==> config.mk <==
export PLATFORM = sky130hd
export DESIGN_NAME = alu_src_control_fsm
export DESIGN_NICKNAME = d
export VERILOG_FILES = /design/src/rtl/cpu_ctrl_pkg.sv /design/src/rtl/wait_counter.sv /design/src/rtl/alu_src_control_fsm.sv
export SDC_FILE = /design/constraint.sdc
export NUM_CORES = 1
export LEC_CHECK = 0
export CORE_MARGIN = 3
export CORE_UTILIZATION = 35
export DETAILED_ROUTE_END_ITERATION = 16
export GPL_TIMING_DRIVEN = 1
export PLACE_DENSITY_LB_ADDON = 0.15
export SYNTH_ARGS = -nofsm -noshare
export SYNTH_HDL_FRONTEND = slang
export SYNTH_SLANG_ARGS = --single-unit
export TNS_END_PERCENT = 100
==> constraint.sdc <==
create_clock -name clk -period 2.2 [get_ports clk]
set_input_delay 0.55 -clock clk [delete_from_list [all_inputs] [get_ports clk]]
set_output_delay 0.55 -clock clk [all_outputs]
set_load 0.01 [all_outputs]
==> src/rtl/cpu_ctrl_pkg.sv <==
// Shared definitions for the multicycle CPU control path.
// Contents: FSM state encodings (4 bits), opcode and funct constants,
// ALU operand mux encodings, pc_src encodings, alu_op codes, and a helper
// that maps an R-type funct field to its ALU operation.
package cpu_ctrl_pkg;

  typedef enum logic [3:0] {
    RESET_ST  = 4'd0,
    FETCH     = 4'd1,
    DECODE    = 4'd2,
    EXEC_R    = 4'd3,
    WB_R      = 4'd4,
    EXEC_I    = 4'd5,
    WB_I      = 4'd6,
    MEM_ADDR  = 4'd7,
    MEM_RD    = 4'd8,
    MEM_WR    = 4'd9,
    WB_LW     = 4'd10,
    BRANCH    = 4'd11,
    JUMP      = 4'd12,
    EXCEPTION = 4'd13
  } state_t;

  // Opcodes (IR[31:26])
  localparam logic [5:0] OP_RTYPE = 6'h00;
  localparam logic [5:0] OP_J     = 6'h02;
  localparam logic [5:0] OP_BEQ   = 6'h04;
  localparam logic [5:0] OP_BNE   = 6'h05;
  localparam logic [5:0] OP_ADDI  = 6'h08;
  localparam logic [5:0] OP_LW    = 6'h23;
  localparam logic [5:0] OP_SW    = 6'h2b;

  // R-type funct codes (IR[5:0])
  localparam logic [5:0] FN_ADD = 6'h20;
  localparam logic [5:0] FN_SUB = 6'h22;
  localparam logic [5:0] FN_AND = 6'h24;

  // ALU operand A mux
  localparam logic       MUXA_PC   = 1'b0;
  localparam logic       MUXA_REGA = 1'b1;

  // ALU operand B mux
  localparam logic [1:0] MUXB_REGB    = 2'b00;
  localparam logic [1:0] MUXB_FOUR    = 2'b01;
  localparam logic [1:0] MUXB_IMM     = 2'b10;
  localparam logic [1:0] MUXB_IMM_SL2 = 2'b11;

  // PC source mux
  localparam logic [1:0] PCSRC_ALU    = 2'b00;
  localparam logic [1:0] PCSRC_ALUOUT = 2'b01;
  localparam logic [1:0] PCSRC_JUMP   = 2'b10;
  localparam logic [1:0] PCSRC_EXC    = 2'b11;

  // ALU operations
  localparam logic [2:0] ALU_PASS_A = 3'b000;
  localparam logic [2:0] ALU_ADD    = 3'b001;
  localparam logic [2:0] ALU_SUB    = 3'b010;
  localparam logic [2:0] ALU_AND    = 3'b011;

  // Unrecognised funct codes fall back to add.
  function automatic logic [2:0] funct_to_alu_op(input logic [5:0] fn);
    logic [2:0] op;
    case (fn)
      FN_SUB:  op = ALU_SUB;
      FN_AND:  op = ALU_AND;
      default: op = ALU_ADD;
    endcase
    return op;
  endfunction

endpackage

==> src/rtl/wait_counter.sv <==
// 3-bit wait-state counter for memory-access states.
// Ports:
//   clk     in  system clock
//   reset   in  synchronous, active-low reset (clears the count)
//   i_clr   in  clear count to 0 (priority over enable)
//   i_en    in  count up; holds once the count reaches MEM_WAIT_CYCLES
//   o_done  out count == MEM_WAIT_CYCLES
module wait_counter #(
  parameter int unsigned MEM_WAIT_CYCLES = 1
) (
  input  logic clk,
  input  logic reset,
  input  logic i_clr,
  input  logic i_en,
  output logic o_done
);

  localparam logic [2:0] W_LIMIT = 3'(MEM_WAIT_CYCLES);

  logic [2:0] r_cnt;

  always_ff @(posedge clk) begin
    if (!reset) begin
      r_cnt <= '0;
    end else if (i_clr) begin
      r_cnt <= '0;
    end else if (i_en && !o_done) begin
      r_cnt <= r_cnt + 3'd1;
    end
  end

  assign o_done = (r_cnt == W_LIMIT);

endmodule

==> src/rtl/alu_src_control_fsm.sv <==
// Multicycle Moore control FSM: sequences fetch, decode, execute, memory
// and writeback; drives the ALU operand muxes and datapath write strobes.
// Optional feature macro: OPCODE_EXCEPTION_EN (unknown opcode -> EXCEPTION
// state; otherwise unknown opcodes are NOPs and exc_flag stays 0).
// Ports:
//   clk, reset (sync, active-low)  opcode[5:0], funct[5:0]  alu_zero
//   mux_a_control, mux_b_control[1:0], alu_op[2:0], pc_src[1:0]
//   pc_write, ir_write, mem_write, iord, reg_write, reg_dst, mem_to_reg
//   exc_flag, state_out[3:0] (debug)
// While reset is low every output is forced to 0.
module alu_src_control_fsm
  import cpu_ctrl_pkg::*;
#(
  parameter int unsigned MEM_WAIT_CYCLES = 1
) (
  input  logic       clk,
  input  logic       reset,
  input  logic [5:0] opcode,
  input  logic [5:0] funct,
  input  logic       alu_zero,
  output logic       mux_a_control,
  output logic [1:0] mux_b_control,
  output logic [2:0] alu_op,
  output logic [1:0] pc_src,
  output logic       pc_write,
  output logic       ir_write,
  output logic       mem_write,
  output logic       iord,
  output logic       reg_write,
  output logic       reg_dst,
  output logic       mem_to_reg,
  output logic       exc_flag,
  output logic [3:0] state_out
);

  state_t r_state;
  logic   w_in_wait;
  logic   w_done;
  logic   w_cnt_clr;

  // The state only changes outside wait states or when the wait is done,
  // so clearing on those conditions zeroes the count on every state entry.
  assign w_in_wait = (r_state == FETCH) || (r_state == MEM_RD) || (r_state == MEM_WR);
  assign w_cnt_clr = !w_in_wait || w_done;

  wait_counter #(
    .MEM_WAIT_CYCLES(MEM_WAIT_CYCLES)
  ) u_wait (
    .clk    (clk),
    .reset  (reset),
    .i_clr  (w_cnt_clr),
    .i_en   (w_in_wait),
    .o_done (w_done)
  );

  always_ff @(posedge clk) begin
    if (!reset) begin
      r_state <= RESET_ST;
    end else begin
      case (r_state)
        RESET_ST: r_state <= FETCH;
        FETCH:    if (w_done) r_state <= DECODE;
        DECODE: begin
          case (opcode)
            OP_RTYPE:      r_state <= EXEC_R;
            OP_ADDI:       r_state <= EXEC_I;
            OP_LW, OP_SW:  r_state <= MEM_ADDR;
            OP_BEQ, OP_BNE: r_state <= BRANCH;
            OP_J:          r_state <= JUMP;
`ifdef OPCODE_EXCEPTION_EN
            default:       r_state <= EXCEPTION;
`else
            default:       r_state <= FETCH;
`endif
          endcase
        end
        EXEC_R:   r_state <= WB_R;
        WB_R:     r_state <= FETCH;
        EXEC_I:   r_state <= WB_I;
        WB_I:     r_state <= FETCH;
        MEM_ADDR: r_state <= (opcode == OP_LW) ? MEM_RD : MEM_WR;
        MEM_RD:   if (w_done) r_state <= WB_LW;
        MEM_WR:   if (w_done) r_state <= FETCH;
        WB_LW:    r_state <= FETCH;
        BRANCH:   r_state <= FETCH;
        JUMP:     r_state <= FETCH;
        EXCEPTION: r_state <= FETCH;
        default:  r_state <= RESET_ST;
      endcase
    end
  end

  always_comb begin
    mux_a_control = MUXA_PC;
    mux_b_control = MUXB_REGB;
    alu_op        = ALU_PASS_A;
    pc_src        = PCSRC_ALU;
    pc_write      = 1'b0;
    ir_write      = 1'b0;
    mem_write     = 1'b0;
    iord          = 1'b0;
    reg_write     = 1'b0;
    reg_dst       = 1'b0;
    mem_to_reg    = 1'b0;
    exc_flag      = 1'b0;
    state_out     = '0;
    if (reset) begin
      state_out = r_state;
      case (r_state)
        FETCH: begin
          mux_b_control = MUXB_FOUR;
          alu_op        = ALU_ADD;
          ir_write      = w_done;
          pc_write      = w_done;
        end
        DECODE: begin
          mux_b_control = MUXB_IMM_SL2;
          alu_op        = ALU_ADD;
        end
        EXEC_R: begin
          mux_a_control = MUXA_REGA;
          alu_op        = funct_to_alu_op(funct);
        end
        WB_R: begin
          reg_write = 1'b1;
          reg_dst   = 1'b1;
        end
        EXEC_I, MEM_ADDR: begin
          mux_a_control = MUXA_REGA;
          mux_b_control = MUXB_IMM;
          alu_op        = ALU_ADD;
        end
        WB_I: reg_write = 1'b1;
        MEM_RD: iord = 1'b1;
        MEM_WR: begin
          iord      = 1'b1;
          mem_write = w_done;
        end
        WB_LW: begin
          reg_write  = 1'b1;
          mem_to_reg = 1'b1;
        end
        BRANCH: begin
          mux_a_control = MUXA_REGA;
          alu_op        = ALU_SUB;
          pc_src        = PCSRC_ALUOUT;
          pc_write      = (opcode == OP_BNE) ? !alu_zero : alu_zero;
        end
        JUMP: begin
          pc_src   = PCSRC_JUMP;
          pc_write = 1'b1;
        end
`ifdef OPCODE_EXCEPTION_EN
        EXCEPTION: begin
          exc_flag = 1'b1;
          pc_src   = PCSRC_EXC;
          pc_write = 1'b1;
        end
`endif
        default: ;
      endcase
    end
  end

endmodule
==> impl_results.md <==
* Cell row count at 16
* # diodes at 0
* Overall power of the completed layout at 0.466 mW
* Synthesized instance count at 114
* Drt first-iter violations at 18
* Minimum clock period after layout at ~2.3 ns
* Worst Skew at 0.00205 ns
* Number of nets in the layout at 197
* Number of enable-type register cells in the synthesized netlist at 0
* Fmax achieved at 433 MHz
* Cell chosen for the clock root: sky130_fd_sc_hd__clkbuf_4
* Post-synthesis sequential element count at 7
* Data arrival time of the critical path at 1.76 ns
* Final hold vios at 0
* Die area at 2870 sq um
* Setup TNS at -0.109 ns
* Sequential area share after synthesis at about 18%
* Worst-path clk slew at 0.05 ns
* GRT Util Overall at 21.2%
* Reported max-cap violation count at 0
* Count of input and output buffers at 32
* Fill cell total of the finished layout at 197
* Cell area after synthesis at 791 sq um
* Avg Inst Size Synth at 6.94 sq um
* Final count of pins violating max slew at 0
* Clock Latency Late Sink at 0.25 ns
* Flip-flop cell with the highest count after synthesis: sky130_fd_sc_hd__dfxtp_1
* Hold WC Path Type: reg2reg
* Path type of the worst setup path: reg2out
* Routed wire length at 2700 um
* Clock tree from TritonCTS: done
* Number of antenna violations at the first check in global routing at 0
* Global placer's final weighted congestion at 0.882
* Count of different cell masters after synthesis at 43
* CP endpoint kind: primary output
* Pleak at 0.727 nW
* Wire length of the first global-routing pass at approximately 4500 um
* Die width at 53.5 um
* CTS Sinks at 7
* Async S/R FF share, synth at 0%
* Total global routing overflow at 0
* Setup repair after global routing missed its margin: yes
* Final standard cell count with taps included and fillers excluded at 206
* Maximum fanout along the worst path at 2
* Overall via count from detail_route at roughly 1100
* Cell Pwr Density at approximately 340 nW/um^2
* Detail Route Antenna Nets at 0
* Residual DRC at 0
* H-tree lvl count at 1
* Clock Path Buffers at 2
* Initial core utilization at 38.7%
* Post-route fraction of the period consumed by the critical path at 105%
* Number of placed I/O pins at 35
* Via count of the first global-routing pass at 1033
* Worst-case setup margin in the final layout at -0.109 ns
* Status: finished, violations left
* # setup viols final at 1
* Vias per Instance at 5.17
* Mean routed wirelength per cell at 13.1 um
* Die span in y at 53.5 um
* HPWL after detailed placement at roughly 2000 um
* Violations in the final reports: negative setup slack
* Router iterations before antenna repair at 4
* Largest net degree at the start of global routing at 14
* Share of the core filled with cells in the final layout at just under 70%
* Type of element launching the critical path: flip-flop
* Core ar. at roughly 2000 sq um
* CP required at around 1.7 ns
* Number of buffers inserted during clock tree synthesis at 3
* Fraction of final layout cells sized beyond drive strength 1 at 34.1%
* Count of hold buffers inserted by post-cts repair at 0
* Count of warnings emitted by yosys at 0
* Cell Count Post-Placement at 195
* Area growth syn-to-layout at 75.0%
* Worst vdd rail ir drop at 0.447 mV
cell families (layout without fill, tap and decap cells):
group           after synthesis  in the layout  share of synthesized area [%]
simple gates                 59             59                           41.9
other cells                   1              2                          0.474
xor+xnor                      4              4                           4.43
buf+inv                      15             79                           9.18
compound gates               25             25                           21.7
fa+ha+maj                     2              2                           3.16
mux                           1              1                           1.42
flops                         7              7                           17.7
final timing paths:
path / depth (start not counted) / from / slack [ns] / end
worst min register to register: 2 / u_wait.r_cnt[0] / 0.52 / u_wait.r_cnt[0]
worst max register to register: 7 / r_state[1] / 0.56 / r_state[3]
worst min-delay path: 2 / u_wait.r_cnt[0] / 0.52 / u_wait.r_cnt[0]
worst max-delay path: 5 / r_state[2] / -0.11 / pc_write
layout make-up:
type                    count  area, sq um  area share [%]
well taps                  27         33.8            2.44
flip-flops and latches      7          140            10.1
inverters                   7         26.3            1.90
clock buffers               4         26.3            1.90
multi-input cells          93          619            44.8
repair buffers             68          538            38.9
state kept, by name, summed over array words and instances, names as in the netlist:
signal        flops
r_state           4
u_wait.r_cnt      3
synthesized netlist by cell type, types with 3 or more instances:
library cell	n	share of area, %
sky130_fd_sc_hd__nor2_1	17	8.1
sky130_fd_sc_hd__a21oi_1	5	3.2
sky130_fd_sc_hd__nand2_1	5	2.4
sky130_fd_sc_hd__xnor2_1	3	3.3
sky130_fd_sc_hd__nor4_1	3	2.4
sky130_fd_sc_hd__nor3_1	6	3.8
sky130_fd_sc_hd__and3_1	3	2.4
sky130_fd_sc_hd__nor2b_1	3	2.4
sky130_fd_sc_hd__clkbuf_1	3	1.4
sky130_fd_sc_hd__dfxtp_1	7	18
sky130_fd_sc_hd__inv_1	7	3.3
sky130_fd_sc_hd__o21ai_0	5	3.2
sky130_fd_sc_hd__nand2b_1	6	4.7
per-layer routing:
layer,wire length [um],GRT usage (%)
met2,1440,40.6
met1,1090,24.1
met5,0,0
met4,16,3.83
met3,153,4.43
stage by stage:
stage	hold slack [ns]	setup WS [ns]	instance area (sq um)
after floorplan	0.421	0.0705	795
after global placement	0.502	-0.844	1320
after detailed placement	0.514	-0.882	1320
after CTS	0.521	-0.114	1370
after global routing	0.561	-0.172	1380
final	0.516	-0.109	1380
critical path: stages, from the launching register on:
cell	delay [ns]
sky130_fd_sc_hd__dfxtp_1	0.30
sky130_fd_sc_hd__and2b_4	0.24
sky130_fd_sc_hd__and3_1	0.16
sky130_fd_sc_hd__or3b_1	0.34
sky130_fd_sc_hd__a311oi_1	0.28
sky130_fd_sc_hd__buf_2	0.19
report_power, final:
group,leakage (nW),internal (mW),switching (mW)
clock network,0.0150,0.0691,0.0461
logic,0.655,0.110,0.104
registers,0.0571,0.133,0.00286
repair_timing:
item,4_1_cts,5_1_grt
pin swaps,8,6
gates resized for setup,55,23
buffers inserted,5,2
endpoints found under the setup margin,18,10
layout by cell type (no fill, tap or decap), types with 3 or more instances in the layout:
| master | instances |
|---|---|
| sky130_fd_sc_hd__buf_2 | 5 |
| sky130_fd_sc_hd__nand2b_1 | 5 |
| sky130_fd_sc_hd__a21oi_1 | 5 |
| sky130_fd_sc_hd__o21ai_0 | 5 |
| sky130_fd_sc_hd__clkbuf_2 | 6 |
| sky130_fd_sc_hd__nor4_1 | 3 |
| sky130_fd_sc_hd__nand2_1 | 4 |
| sky130_fd_sc_hd__buf_4 | 35 |
| sky130_fd_sc_hd__xnor2_1 | 3 |
| sky130_fd_sc_hd__and3_1 | 3 |
| sky130_fd_sc_hd__nor3_1 | 6 |
| sky130_fd_sc_hd__nor2_1 | 15 |
| sky130_fd_sc_hd__dfxtp_1 | 7 |
| sky130_fd_sc_hd__clkbuf_4 | 3 |
| sky130_fd_sc_hd__dlygate4sd2_1 | 13 |
| sky130_fd_sc_hd__inv_1 | 6 |
| sky130_fd_sc_hd__dlymetal6s2s_1 | 4 |
Note: power is estimated with default switching activity, not from simulation.
